$ cat config.mk
export PLATFORM = sky130hd
export DESIGN_NAME = uart_mem_loader_flat
export DESIGN_NICKNAME = d
export VERILOG_FILES = /design/src/rtl/uart_mem_loader_pkg.sv /design/src/rtl/uart_mem_loader_if.sv /design/src/rtl/uart_mem_loader_rx_core.sv /design/src/rtl/uart_mem_loader.sv /design/src/flat_wrapper.sv
export SDC_FILE = /design/constraint.sdc
export NUM_CORES = 1
export LEC_CHECK = 0
export BUFFER_PORTS_ARGS = -buffer_cell sky130_fd_sc_hd__clkbuf_2
export CAP_MARGIN = 20
export CORE_ASPECT_RATIO = 1.2
export CORE_MARGIN = 2
export CORE_UTILIZATION = 53
export CTS_CLUSTER_SIZE = 14
export DETAILED_ROUTE_END_ITERATION = 12
export GPL_ROUTABILITY_DRIVEN = 0
export MAX_ROUTING_LAYER = met4
export PLACE_DENSITY = 0.75
export REMOVE_ABC_BUFFERS = 1
export SYNTH_ARGS = -nofsm -noshare
export SYNTH_HDL_FRONTEND = slang
export SYNTH_SLANG_ARGS = --single-unit
$ cat constraint.sdc
create_clock -name clk -period 5.4 [get_ports clk]
set_clock_uncertainty 0.05 [all_clocks]
set_input_delay 0.27 -clock clk [delete_from_list [all_inputs] [get_ports clk]]
set_output_delay 0.27 -clock clk [all_outputs]
set_load 0.05 [all_outputs]
$ cat src/rtl/uart_mem_loader_pkg.sv
// uart_mem_loader_pkg: shared state encodings and word-width helper for the UART memory loader
package uart_mem_loader_pkg;
    typedef enum logic [1:0] {IDLE, LOAD, WRITE, DONE} ctl_state_t;
    typedef enum logic [2:0] {R_IDLE, R_START, R_DATA, R_PAR, R_STOP, R_WAIT_HIGH} rx_state_t;
    function automatic int word_width(input int word_bytes);
        return 8 * word_bytes;
    endfunction
endpackage

$ cat src/rtl/uart_mem_loader_if.sv
// uart_mem_loader_if: memory-side bus of the loader
// mem_write_start/addr/data: one-cycle write strobe with its word address and packed word
// mem_read: level handing the memory to the read side after a completed load
interface uart_mem_loader_if
    import uart_mem_loader_pkg::*;
#(
    parameter int ADDR_W = 8,
    parameter int DW = word_width(4)
);
    logic              mem_write_start;
    logic [ADDR_W-1:0] mem_write_addr;
    logic [DW-1:0]     mem_write_data;
    logic              mem_read;
    modport master (output mem_write_start, mem_write_addr, mem_write_data, mem_read);
    modport slave  (input  mem_write_start, mem_write_addr, mem_write_data, mem_read);
endinterface

$ cat src/rtl/uart_mem_loader_rx_core.sv
// uart_rx_core: oversampling-free UART byte receiver with optional parity
// clk/reset: system clock, async active-low reset; tx: raw serial line (idle high)
// byte_valid/byte_data: one-cycle pulse with the received byte
// frame_err_p/parity_err_p: one-cycle error pulses, the byte is discarded
module uart_rx_core
    import uart_mem_loader_pkg::*;
#(
    parameter int CLKS_PER_BIT = 261,
    parameter int PARITY_EN = 0,
    parameter int PARITY_ODD = 0
) (
    input  logic       clk,
    input  logic       reset,
    input  logic       tx,
    output logic       byte_valid,
    output logic [7:0] byte_data,
    output logic       frame_err_p,
    output logic       parity_err_p
);
    localparam int CW = $clog2(CLKS_PER_BIT + 1);
    localparam logic [CW-1:0] LAST = CW'(CLKS_PER_BIT - 1);
    localparam logic [CW-1:0] HALF = CW'(CLKS_PER_BIT / 2 - 1);
    rx_state_t state, state_n;
    logic s1, s2, prev;
    logic [CW-1:0] cnt, cnt_n;
    logic [2:0] idx, idx_n;
    logic [7:0] sh_n;
    logic par, par_n, par_ok, bv_n, fe_n, pe_n;
    // data plus parity bit must carry the configured overall parity
    assign par_ok = (PARITY_EN == 0) || ((^{byte_data, par}) == 1'(PARITY_ODD));
    always_comb begin
        state_n = state;
        cnt_n = cnt + 1'b1;
        idx_n = idx;
        sh_n = byte_data;
        par_n = par;
        bv_n = 1'b0;
        fe_n = 1'b0;
        pe_n = 1'b0;
        case (state)
            R_IDLE: begin
                cnt_n = '0;
                if (prev && !s2) state_n = R_START;
            end
            R_START: if (cnt == HALF) begin
                cnt_n = '0;
                idx_n = '0;
                state_n = s2 ? R_IDLE : R_DATA;
            end
            R_DATA: if (cnt == LAST) begin
                cnt_n = '0;
                sh_n = {s2, byte_data[7:1]};
                idx_n = idx + 1'b1;
                if (idx == 3'd7) state_n = (PARITY_EN != 0) ? R_PAR : R_STOP;
            end
            R_PAR: if (cnt == LAST) begin
                cnt_n = '0;
                par_n = s2;
                state_n = R_STOP;
            end
            R_STOP: if (cnt == LAST) begin
                cnt_n = '0;
                fe_n = !s2;
                pe_n = s2 && !par_ok;
                bv_n = s2 && par_ok;
                state_n = s2 ? R_IDLE : R_WAIT_HIGH;
            end
            R_WAIT_HIGH: begin
                cnt_n = '0;
                if (s2) state_n = R_IDLE;
            end
            default: state_n = R_IDLE;
        endcase
    end
    // synchroniser and edge history reset high so a reset never fakes a start edge
    always_ff @(posedge clk or negedge reset) begin
        if (!reset) begin
            s1 <= 1'b1;
            s2 <= 1'b1;
            prev <= 1'b1;
            state <= R_IDLE;
            cnt <= '0;
            idx <= '0;
            byte_data <= '0;
            par <= 1'b0;
            byte_valid <= 1'b0;
            frame_err_p <= 1'b0;
            parity_err_p <= 1'b0;
        end else begin
            s1 <= tx;
            s2 <= s1;
            prev <= s2;
            state <= state_n;
            cnt <= cnt_n;
            idx <= idx_n;
            byte_data <= sh_n;
            par <= par_n;
            byte_valid <= bv_n;
            frame_err_p <= fe_n;
            parity_err_p <= pe_n;
        end
    end
endmodule

$ cat src/rtl/uart_mem_loader.sv
// uart_mem_loader: packs UART bytes little-endian into words and writes them to memory
// clk/reset: system clock, async active-low reset; tx: serial line from host
// load_start/word_number: start a load of word_number words (accepted in IDLE or DONE)
// busy: high in LOAD and WRITE; frame_err/parity_err: sticky receive errors
// mem: write strobe/address/data and mem_read hand-over level
module uart_mem_loader
    import uart_mem_loader_pkg::*;
#(
    parameter int CLKS_PER_BIT = 261,
    parameter int WORD_BYTES = 4,
    parameter int ADDR_W = 8,
    parameter int PARITY_EN = 0,
    parameter int PARITY_ODD = 0
) (
    input  logic              clk,
    input  logic              reset,
    input  logic              tx,
    input  logic              load_start,
    input  logic [ADDR_W-1:0] word_number,
    output logic              busy,
    output logic              frame_err,
    output logic              parity_err,
    uart_mem_loader_if.master mem
);
    localparam int DW = word_width(WORD_BYTES);
    localparam int BW = WORD_BYTES > 1 ? $clog2(WORD_BYTES) : 1;
    localparam logic [BW-1:0] LAST_B = BW'(WORD_BYTES - 1);
    ctl_state_t state, state_n;
    logic [ADDR_W-1:0] wn, wn_n, waddr, waddr_n, waddr_inc, oaddr, oaddr_n;
    logic [BW-1:0] bcnt, bcnt_n;
    logic [DW-1:0] word, word_n, packed_w, odata, odata_n;
    logic strobe, strobe_n, rd, rd_n, busy_n, fe_n, pe_n;
    logic bv, rx_fe, rx_pe;
    logic [7:0] rx_data;
    uart_rx_core #(
        .CLKS_PER_BIT(CLKS_PER_BIT),
        .PARITY_EN(PARITY_EN),
        .PARITY_ODD(PARITY_ODD)
    ) u_rx (
        .clk(clk),
        .reset(reset),
        .tx(tx),
        .byte_valid(bv),
        .byte_data(rx_data),
        .frame_err_p(rx_fe),
        .parity_err_p(rx_pe)
    );
    // new byte enters at the top so the first byte ends up in bits [7:0]
    assign packed_w = (word >> 8) | (DW'(rx_data) << (DW - 8));
    assign waddr_inc = waddr + 1'b1;
    assign mem.mem_write_start = strobe;
    assign mem.mem_write_addr = oaddr;
    assign mem.mem_write_data = odata;
    assign mem.mem_read = rd;
    always_comb begin
        state_n = state;
        wn_n = wn;
        waddr_n = waddr;
        oaddr_n = oaddr;
        bcnt_n = bcnt;
        word_n = word;
        odata_n = odata;
        strobe_n = 1'b0;
        rd_n = rd;
        fe_n = frame_err | rx_fe;
        pe_n = parity_err | rx_pe;
        case (state)
            IDLE, DONE: if (load_start) begin
                state_n = LOAD;
                wn_n = word_number;
                waddr_n = '0;
                bcnt_n = '0;
                rd_n = 1'b0;
                fe_n = 1'b0;
                pe_n = 1'b0;
            end
            LOAD: if (wn == '0) begin
                state_n = DONE;
                rd_n = 1'b1;
            end else if (bv) begin
                word_n = packed_w;
                bcnt_n = bcnt + 1'b1;
                // strobe is raised on entry so it is high for exactly the WRITE cycle
                if (bcnt == LAST_B) begin
                    state_n = WRITE;
                    strobe_n = 1'b1;
                    oaddr_n = waddr;
                    odata_n = packed_w;
                end
            end
            WRITE: begin
                waddr_n = waddr_inc;
                bcnt_n = '0;
                state_n = (waddr_inc == wn) ? DONE : LOAD;
                rd_n = (waddr_inc == wn);
            end
            default: state_n = IDLE;
        endcase
        busy_n = (state_n == LOAD) || (state_n == WRITE);
    end
    always_ff @(posedge clk or negedge reset) begin
        if (!reset) begin
            state <= IDLE;
            wn <= '0;
            waddr <= '0;
            oaddr <= '0;
            bcnt <= '0;
            word <= '0;
            odata <= '0;
            strobe <= 1'b0;
            rd <= 1'b0;
            busy <= 1'b0;
            frame_err <= 1'b0;
            parity_err <= 1'b0;
        end else begin
            state <= state_n;
            wn <= wn_n;
            waddr <= waddr_n;
            oaddr <= oaddr_n;
            bcnt <= bcnt_n;
            word <= word_n;
            odata <= odata_n;
            strobe <= strobe_n;
            rd <= rd_n;
            busy <= busy_n;
            frame_err <= fe_n;
            parity_err <= pe_n;
        end
    end
endmodule

$ cat src/flat_wrapper.sv
// flat-port wrapper written by rule: the top's interface ports become plain ports
module uart_mem_loader_flat import uart_mem_loader_pkg::*;
#(
    parameter int CLKS_PER_BIT = 261,
    parameter int WORD_BYTES = 4,
    parameter int ADDR_W = 8,
    parameter int PARITY_EN = 0,
    parameter int PARITY_ODD = 0
)
  (clk, reset, tx, load_start, word_number, busy, frame_err, parity_err, mem_mem_write_start, mem_mem_write_addr, mem_mem_write_data, mem_mem_read);
  uart_mem_loader_if #(.ADDR_W(ADDR_W), .DW(32)) mem_i ();
  input  logic clk;
  input  logic reset;
  input  logic tx;
  input  logic load_start;
  input  logic [ADDR_W-1:0] word_number;
  output logic busy;
  output logic frame_err;
  output logic parity_err;
  output wire logic [$bits(mem_i.mem_write_start)-1:0] mem_mem_write_start;
  output wire logic [$bits(mem_i.mem_write_addr)-1:0] mem_mem_write_addr;
  output wire logic [$bits(mem_i.mem_write_data)-1:0] mem_mem_write_data;
  output wire logic [$bits(mem_i.mem_read)-1:0] mem_mem_read;
  assign mem_mem_write_start = mem_i.mem_write_start;
  assign mem_mem_write_addr = mem_i.mem_write_addr;
  assign mem_mem_write_data = mem_i.mem_write_data;
  assign mem_mem_read = mem_i.mem_read;
  uart_mem_loader #(.CLKS_PER_BIT(CLKS_PER_BIT), .WORD_BYTES(WORD_BYTES), .ADDR_W(ADDR_W), .PARITY_EN(PARITY_EN), .PARITY_ODD(PARITY_ODD)) u_core (.clk(clk), .reset(reset), .tx(tx), .load_start(load_start), .word_number(word_number), .busy(busy), .frame_err(frame_err), .parity_err(parity_err), .mem(mem_i));
endmodule
==> flow_summary.toml, run 1 <==
[status]
status = "complete, no violations"

[timing]
period_share_pct = 45.1
final.setup.tns_ns = 0
drv_slew = 0
period_needed_ns = 2.43
rsz0062_at_grt = "no"
slew_headroom_pct = 41.0
setup_viol = 0
hold_viol = 0
worst_slew_pin_slew_ns = 0.885
fmax_ghz = 0.411

[cts]
clk_latency_ns = 0.41
clkTransAtPathRegs_ns = 0.06
ctsHoldBuffers = 2
cts_tree = "done"
clk_path_buf_depth = 2
htreeDepth = 4
cts_buffers = 17
cts_resized = 0
clock_sinks = 116
ctsRootBufferMaster = "clkbuf_16"
cts_setup_buffers = 0

[worst_setup_path]
reg2reg_from = "u_core.state[0]$_DFF_PN0_"
slowest_stage = "clkinv_1"
end_kind = "register"
required_ns = 5.66
slowest_delay_ns = 0.46
reg2regPathDepth = 7
crit_fanout = 17
arrival_ns = 2.69
crit_type = "reg2reg"
worstSetupStartpointType = "register"
cp_cell_sequence = "inv_1 -> ha_1 -> clkinv_1 -> nor4_1 -> o2111a_1 -> a31oi_1 -> xnor2_1"
cp-startpoint = "u_core.state[0]$_DFF_PN0_"

[synth]
synthAdderAreaFrac_pct = 2.19
synth_xor_xnor_area_share_pct = 2.55
netlist_area_um2 = 5150
synth_edf_count = 0
netlist.top_cell.by_area = "dfrtp_1"
postSynthCellCount = 409
netlist_top_cells_area = "dfrtp_1 55%, mux2_2 17%, ha_1 2.2%"
synth.distinct_cells = 53
synth_seq_cells = 116
synth_warnings = 0
synthMuxAreaShare_pct = 18.9
synth_top_family_by_area = "multiplexers"
synth_compound_area_share_pct = 7.05
synth-simple-area-share_pct = 10.2
ys.flop_type = "dfrtp_1"
synth-seq-area-share_pct = 56.5
synth-async-reset-ratio_pct = 100
syn_area_per_cell_um2 = 12.6
synth.top_cell.area_share_pct = 54.9

[power_and_ir_drop]
powerDensity_nw_per_um2 = 408
pwr-share-seq_pct = 40.3
p_int_mw = 1.82
p_leak_nw = 3.09
worst_ir_drop_vdd_mv = 0.211
p_switching_mw = 0.684
switching_share_pct = 27.3
clock_power_share_pct = 45.9
pwr-share-comb_pct = 13.8

[grt]
grt_max_degree = 75
grt_pass1_vias = 3419
antenna_found_initial = 0
grt_use_total_pct = 21.2
overflow = 0
grt_pass1_wl_um = 16800

[drt]
ant_nets = 0
first_pass_iters = 5
wl_per_cell_um = 16.5
drc = 0
vias = 3400
routed_wl_um = 9980
drtIter0Drc = 179
vias_per_cell = 5.63

[placement]
io_buffers = 55
dp.cells = 569
hpwl_um = 6270

[die]
start_util_pct = 54.4
die_w_um = 94.0
die_h_um = 112
core_area_um2 = 9470
rows = 39
die_area_um2 = 10500
ioPinCount = 57

[hold_path]
whs_path_depth = 2
worstHoldStart = "word_number[7]"
hp-class = "in2reg"

[final_layout]
area_delta_synth_final_pct = 19.4
seqCellArea_um2 = 2910
drive_gt1_share_pct = 37.8
stdcell_count = 604
final_nets = 489
diodes = 0
multi_input_area_um2 = 2110
fillers = 707

[job]
max_cap_viol_count = 0
## layout by cell type, fill, tap and decap left out, types with 6 or more instances in the layout
cell       instances
nor2_1            18
nand3_1           11
nand2b_1           6
mux2_2            77
inv_1              9
nand2_1           18
nor3_1            13
a21oi_1           14
clkbuf_2          54
ha_1               9
o21ai_0           18
xor2_1            10
clkbuf_16         17
dfrtp_1          113
## final timing paths
check                                                    end  slack, ns
worst min register to register      u_core.u_rx.s2$_DFF_PN1_       0.30
worst max-delay path                   u_core.busy$_DFF_PN0_       2.97
worst min-delay path                u_core.wn[7]$_DFFE_PN0P_       0.04
min in group asynchronous           u_core.wn[3]$_DFFE_PN0P_       0.34
worst max register to register         u_core.busy$_DFF_PN0_       2.97
max in group asynchronous       u_core.u_rx.cnt[1]$_DFF_PN0_       3.69
## registers in the layout (all words and copies together) (netlist names)
register,flops
u_core.frame_err,1
u_core.word,24
u_core.state,2
u_core.u_rx.byte_data,8
u_core.u_rx.cnt,9
u_core.u_rx.byte_valid,1
u_core.bcnt,2
u_core.u_rx.idx,3
u_core.u_rx.prev,1
u_core.mem.mem_write_data,32
u_core.u_rx.s1,1
u_core.u_rx.state,3
u_core.u_rx.s2,1
u_core.mem.mem_write_start,1
u_core.waddr,8
u_core.busy,1
u_core.u_rx.frame_err_p,1
u_core.wn,8
u_core.mem.mem_write_addr,8
u_core.mem.mem_read,1
## power by group through the flow
| stage | sequential [mW] | clock [mW] | combinational [mW] |
|---|---|---|---|
| CTS | 1.01 | 1.17 | 0.351 |
| floorplan | 1.02 | 0 | 0.247 |
| detailed placement | 1.02 | 0 | 0.346 |
| finish | 1.01 | 1.15 | 0.346 |
| global placement | 1.02 | 0 | 0.332 |
| global route | 1.02 | 1.20 | 0.385 |
## cell families (layout without fill, tap and decap cells)
group / count (synthesis) / in the layout
buffers and inverters: 30 / 102
multiplexers: 85 / 85
AND/OR/NAND/NOR: 96 / 96
flip-flops: 116 / 116
XOR/XNOR: 15 / 15
adder cells (fa/ha/maj): 9 / 9
AO/OA/AOI/OAI: 57 / 57
other: 1 / 1
## final cells by class
type	instances	area share (%)
Inverter	10	0.611
Multi-Input combinational cell	263	34.3
Clock inverter	14	2.85
Clock buffer	18	7.15
Timing Repair Buffer	60	5.33
Sequential cell	116	47.3
Tap cell	123	2.50
## critical path, delay by kind of cell, from the launching register on
kind	cells	cell delay, ns
flip-flops	1	0.40
AO/OA/AOI/OAI	2	0.39
buffers and inverters	2	0.53
adder cells (fa/ha/maj)	1	0.32
AND/OR/NAND/NOR	1	0.39
XOR/XNOR	1	0.25
## Yosys cell counts, drive strengths merged, types with 4 or more instances
library cell / instances
nor3: 14
a31oi: 4
and3: 4
mux2: 82
nor3b: 4
nand2: 18
a21oi: 14
buf: 10
nor2: 18
nand4: 5
o21ai: 18
inv: 9
xor2: 10
nand2b: 6
dfrtp: 113
clkbuf: 10
nand3: 11
ha: 9
xnor2: 5
## per-stage QoR
step	util, %	total power, mW	instance area (um2)	hold slack, ns	worst slack (ns)
after floorplan	-	1.27	5050	-0.0756	2.73
after global placement	58.1	1.35	5500	0.236	2.92
after detailed placement	58.1	1.37	5500	0.240	2.82
after CTS	64.8	2.53	6130	0.0272	2.81
after global routing	64.9	2.61	6150	0.0349	2.76
final	64.9	2.51	6150	0.0374	2.97
## per-layer routing
layer	wire length, um	up-vias	track usage, %
met1	4170	1712	25.0
met4	186	0	8.21
met3	453	17	5.95
li1	-	1579	-
met5	0	-	-
met2	5170	92	34.3
(Power assumes the default switching activity.)
==> run 2, diff against run 1 <==
==> constraint.sdc (replaced) <==
create_clock -name clk -period 2.5 [get_ports clk]
set_clock_uncertainty 0.05 [all_clocks]
set_input_delay 0.125 -clock clk [delete_from_list [all_inputs] [get_ports clk]]
set_output_delay 0.125 -clock clk [all_outputs]
set_load 0.05 [all_outputs]
==> flow_summary.toml, run 2 (synthesized netlist as in run 1, its figures left out) <==
[final_layout]
diodes = 0
multi_input_area_um2 = 2110
final_cell_mix = "113 x dfrtp_1, 77 x mux2_2, 54 x clkbuf_2"
seqCellArea_um2 = 2910
final_nets = 504
area_delta_synth_final_pct = 22.1
stdcell_count = 619
final_common_cell = "dfrtp_1"
largest_register_ffs = 32
drive_gt1_share_pct = 38.1
fin_area_um2 = 6290
fillers = 715

[grt]
grt_pass1_vias = 3584
grt_pass1_wl_um = 17200
overflow = 0
grt_max_degree = 54
grt_use_total_pct = 21.7
antenna_found_initial = 0

[power_and_ir_drop]
worst_ir_drop_vdd_mv = 0.472
power_mw = 5.36
p_leak_nw = 3.15
powerDensity_nw_per_um2 = 853

[placement]
dp.cells = 577
hpwl_um = 6620
dpl-instance-area_um2 = 5590
place_ws_ns = 0.346
io_buffers = 55

[cts]
htreeDepth = 4
cts_setup_buffers = 0
clock_sinks = 116
cts_tree = "done"
clk_path_buf_depth = 2
ctsRootBufferMaster = "clkbuf_16"
cts_resized = 0
clk_latency_ns = 0.40
clkTransAtPathRegs_ns = 0.05
cts_buffers = 17

[worst_setup_path]
crit_type = "reg2reg"
reg2reg_to = "u_core.u_rx.state[0]$_DFFE_PN0P_"
reg2regPathDepth = 7
worstSetupStartpointType = "register"
arrival_ns = 2.43
reg2reg_from = "u_core.u_rx.cnt[1]$_DFF_PN0_"
end_kind = "register"
r2r_slack_ns = 0.30
crit_fanout = 5
required_ns = 2.73

[timing]
hold_viol = 0
rsz0062_at_grt = "no"
fin_ws_ns = 0.303
fmax_ghz = 0.455
drv_slew = 0
slew_headroom_pct = 63.1
period_needed_ns = 2.20
period_share_pct = 87.9
setup_viol = 0
worst_slew_pin_slew_ns = 0.547

[drt]
drc = 0
vias_per_cell = 5.59
wl_per_cell_um = 16.4
vias = 3463
drtIter0Drc = 154
first_pass_iters = 4
routed_wl_um = 10200
ant_nets = 0

[hold_path]
hp-class = "in2reg"
worstHoldStart = "load_start"
worstHoldEndpoint = "u_core.waddr[2]$_DFFE_PN0P_"
whs_path_depth = 3

[die]
die_w_um = 94.0
ioPinCount = 57
core_area_um2 = 9470
start_util_pct = 54.4
rows = 39
die_h_um = 112
die_area_um2 = 10500

[job]
max_cap_viol_count = 0

[status]
status = "complete, no violations"
[run 2: worst max path at each step]
stage / from / endpoint / cells past startpoint
finish: u_core.u_rx.cnt[1]$_DFF_PN0_ / u_core.u_rx.state[0]$_DFFE_PN0P_ / 7
global route: u_core.u_rx.cnt[1]$_DFF_PN0_ / u_core.u_rx.state[0]$_DFFE_PN0P_ / 7
CTS: u_core.u_rx.cnt[1]$_DFF_PN0_ / u_core.u_rx.state[0]$_DFFE_PN0P_ / 7
detailed placement: u_core.u_rx.cnt[1]$_DFF_PN0_ / u_core.u_rx.state[0]$_DFFE_PN0P_ / 7
global placement: u_core.u_rx.cnt[1]$_DFF_PN0_ / u_core.u_rx.state[0]$_DFFE_PN0P_ / 7
floorplan: u_core.state[1]$_DFF_PN0_ / u_core.mem.mem_write_addr[0]$_DFFE_PN0P_ / 4
[run 2: repair_timing]
| item | 4_1_cts | 5_1_grt |
|---|---|---|
| hold buffers | 10 | 0 |
| endpoints found under the hold margin | 46 | 0 |
| setup endpoints to repair | 0 | 0 |
[run 2: area by class of cell]
class / instances / area share (%)
multi-input combinational: 263 / 33.5
clock buffer: 18 / 6.99
sequential: 116 / 46.2
timing repair buffer: 75 / 7.80
tap: 123 / 2.45
clock inverter: 14 / 2.43
inverter: 10 / 0.597
[run 2: power by group]
part,switching [mW],total [mW],internal (mW)
Clock,0.867,2.37,1.50
Sequential,0.186,2.20,2.01
Combinational,0.440,0.795,0.355
Total,1.49,5.36,3.87
[run 2: per-stage QoR]
step / setup TNS (ns) / util [%] / hold slack, ns
6_report: 0 / 66.4 / 0.185
5_1_grt: 0 / 66.4 / 0.188
4_1_cts: 0 / 66.4 / 0.158
3_5_place_dp: 0 / 59.1 / 0.0912
3_3_place_gp: 0 / 59.1 / 0.0861
2_1_floorplan: -6.78 / - / -0.221
[run 2: critical path, stage by stage, from the launching register on]
cell     delay [ns]
dfrtp_1        0.41
inv_1          0.10
ha_1           0.13
or4bb_1        0.47
nor2_1         0.18
a22oi_1        0.12
a21oi_1        0.26
mux2_2         0.36
[run 2: metal layers]
metal / GRT usage, % / routed length, um / up-vias
li1: - / - / 1611
met1: 26.6 / 4420 / 1747
met2: 34.5 / 5170 / 97
met3: 6.50 / 450 / 8
met4: 7.44 / 117 / 0
met5: - / 0 / -
==> run 3, diff against run 2 <==
--- a/config.mk
+++ b/config.mk
@@ -5,10 +5,11 @@
 export SDC_FILE = /design/constraint.sdc
 export NUM_CORES = 1
 export LEC_CHECK = 0
+export ABC_AREA = 1
 export BUFFER_PORTS_ARGS = -buffer_cell sky130_fd_sc_hd__clkbuf_2
 export CAP_MARGIN = 20
 export CORE_ASPECT_RATIO = 1.2
-export CORE_MARGIN = 2
+export CORE_MARGIN = 1
 export CORE_UTILIZATION = 53
 export CTS_CLUSTER_SIZE = 14
 export DETAILED_ROUTE_END_ITERATION = 12
==> flow_summary.toml, run 3 <==
[status]
status = "complete, no violations"

[timing]
period_needed_ns = 2.20
whs_ns = 0.0684
drv_slew = 0
worst_slew_pin_slew_ns = 0.646
fmax_ghz = 0.455
setup_viol = 0
hold_viol = 0
final.setup.tns_ns = 0
period_share_pct = 87.9
rsz0062_at_grt = "no"
fin_ws_ns = 0.304
slew_headroom_pct = 56.8

[power_and_ir_drop]
worst_ir_drop_vdd_mv = 0.550
powerDensity_nw_per_um2 = 850
pwr-share-comb_pct = 15.0
p_int_mw = 3.66
clock_power_share_pct = 43.6
p_switching_mw = 1.46
switching_share_pct = 28.4
p_leak_nw = 2.94
pwr-share-seq_pct = 41.3

[hold_path]
hp-class = "in2async"

[cts]
clkTransAtPathRegs_ns = 0.06
clock_sinks = 116
clk_latency_ns = 0.52
cts_resized = 0
cts_tree = "done"
cts_setup_buffers = 0
clk_path_buf_depth = 2
cts_buffers = 17
htreeDepth = 4
ctsRootBufferMaster = "clkbuf_8"

[final_layout]
largest_register_ffs = 32
final_cell_mix = "149 x nand2_1, 113 x dfrtp_1, 65 x inv_1"
final_nets = 649
postLayoutCoreUtil_pct = 66.3
area_delta_synth_final_pct = 21.4
fin_area_um2 = 6020
diodes = 0
drive_gt1_share_pct = 17.8
final_common_cell = "nand2_1"

[worst_setup_path]
end_kind = "register"
required_ns = 2.83
r2r_slack_ns = 0.30
worstSetupStartpointType = "register"
crit_type = "reg2reg"
reg2reg_to = "u_core.mem.mem_write_data[16]$_DFFE_PN0P_"
crit_fanout = 35
reg2regPathDepth = 8
arrival_ns = 2.53
reg2reg_from = "u_core.state[1]$_DFF_PN0_"

[job]
max_cap_viol_count = 0

[synth]
synth_xor_xnor_area_share_pct = 0
synth_seq_cells = 116
synth-async-reset-ratio_pct = 100
synth_common_cells = "149 x nand2_1, 113 x dfrtp_1, 65 x inv_1, 58 x o21ai_0, 34 x nor2_1"
synthMuxAreaShare_pct = 0
synth_top_family_by_area = "simple AND/OR/NAND/NOR gates"
synth.top_cell.area_share_pct = 57.0
ys.flop_type = "dfrtp_1"
netlist_area_um2 = 4960
synth-seq-area-share_pct = 58.6
synthMostInstantiatedCell = "nand2_1"
netlist.top_cell.by_area = "dfrtp_1"
netlist_top_cells_area = "dfrtp_1 57%, nand2_1 11%, o21ai_0 5.9%"
synth_compound_area_share_pct = 10.9
synth.distinct_cells = 33
synthAdderAreaFrac_pct = 2.27
synth_warnings = 0
synth_edf_count = 0
syn_area_per_cell_um2 = 8.94
postSynthCellCount = 555
synth-simple-area-share_pct = 21.1

[grt]
overflow = 0
antenna_found_initial = 0
grt_pass1_vias = 3665
grt_use_total_pct = 22.3
grt_pass1_wl_um = 16300
grt_max_degree = 79

[drt]
first_pass_iters = 4
drc = 0
drtIter0Drc = 224
routed_wl_um = 9550
vias = 3774
ant_nets = 0
wl_per_cell_um = 12.6
vias_per_cell = 4.97

[die]
die_h_um = 108
start_util_pct = 54.6
rows = 38
die_w_um = 90.3
die_area_um2 = 9750
ioPinCount = 57
core_area_um2 = 9080

[placement]
hpwl_um = 6460
place_ws_ns = 0.266
io_buffers = 55
dpl-instance-area_um2 = 5360
run 3: changes by cell type in the layout (fill, tap and decap cells not counted), sizes merged, moves of 10 or more:
| cell | previous run | this run |
|---|---|---|
| nor2 | 18 | 39 |
| inv | 12 | 72 |
| nand3 | 11 | 29 |
| xor2 | 10 | 0 |
| nand2 | 18 | 157 |
| o21ai | 18 | 76 |
| mux2 | 82 | 0 |
run 3: what timing repair did:
item / CTS / global route
hold buffers: 11 / 0
setup endpoints to repair: 0 / 1
endpoints found under the hold margin: 48 / 0
run 3: worst max-delay path by stage:
stage                                    from                                         to  slack [ns]
finish              u_core.state[1]$_DFF_PN0_  u_core.mem.mem_write_data[16]$_DFFE_PN0P_        0.30
global route        u_core.state[1]$_DFF_PN0_  u_core.mem.mem_write_data[14]$_DFFE_PN0P_        0.02
CTS                 u_core.state[1]$_DFF_PN0_  u_core.mem.mem_write_data[16]$_DFFE_PN0P_        0.24
detailed placement  u_core.state[1]$_DFF_PN0_   u_core.mem.mem_write_addr[7]$_DFFE_PN0P_        0.27
global placement    u_core.state[1]$_DFF_PN0_  u_core.mem.mem_write_data[14]$_DFFE_PN0P_        0.35
floorplan           u_core.state[1]$_DFF_PN0_   u_core.mem.mem_write_data[0]$_DFFE_PN0P_        0.48
run 3: metal layers:
| metal | part of all wire, % | track usage (%) | vias up |
|---|---|---|---|
| met5 | 0 | - | - |
| met4 | 2.1 | 11.2 | 0 |
| met3 | 4.7 | 6.47 | 11 |
| met2 | 50 | 35.9 | 89 |
| met1 | 44 | 25.8 | 1748 |
| li1 | - | - | 1926 |
run 3: stage by stage:
| stage | instances | power [mW] |
|---|---|---|
| after global placement | 718 | 2.87 |
| after floorplan | 540 | 2.68 |
| final | 760 | 5.12 |
| after global routing | 760 | 5.38 |
| after detailed placement | 718 | 2.90 |
| after CTS | 760 | 5.17 |
run 3: area by class of cell:
class                   count  area, um2
fillers                   741       3060
flip-flops and latches    116       2910
multi-input cells         352       1700
repair buffers             69        435
clock buffers              18        418
inverters                  72        270
well taps                 120        150
clock inverters            13        136
run 3: critical path: stages (launching register included):
cell and delay, ns:
dfrtp_1 0.39, inv_1 0.08, ha_1 0.22, inv_1 0.10, nor2_4 0.51, nand2_4 0.29
buf_12 0.25, nand2_1 0.08, o21ai_0 0.09
run 3: power groups by stage:
stage	clock network, mW	logic (mW)	registers, mW
after floorplan	0	0.508	2.18
after global placement	0	0.728	2.14
after detailed placement	0	0.749	2.15
after CTS	2.28	0.772	2.12
after global routing	2.37	0.886	2.13
final	2.23	0.768	2.12
run 3: kinds of logic (layout without fill, tap and decap cells):
| group | Yosys count | count (layout) |
|---|---|---|
| AOI/OAI and AO/OA | 101 | 101 |
| and+or+nand+nor | 241 | 241 |
| adders and majority gates | 9 | 9 |
| other | 1 | 1 |
| buffers and inverters | 87 | 172 |
| DFF | 116 | 116 |
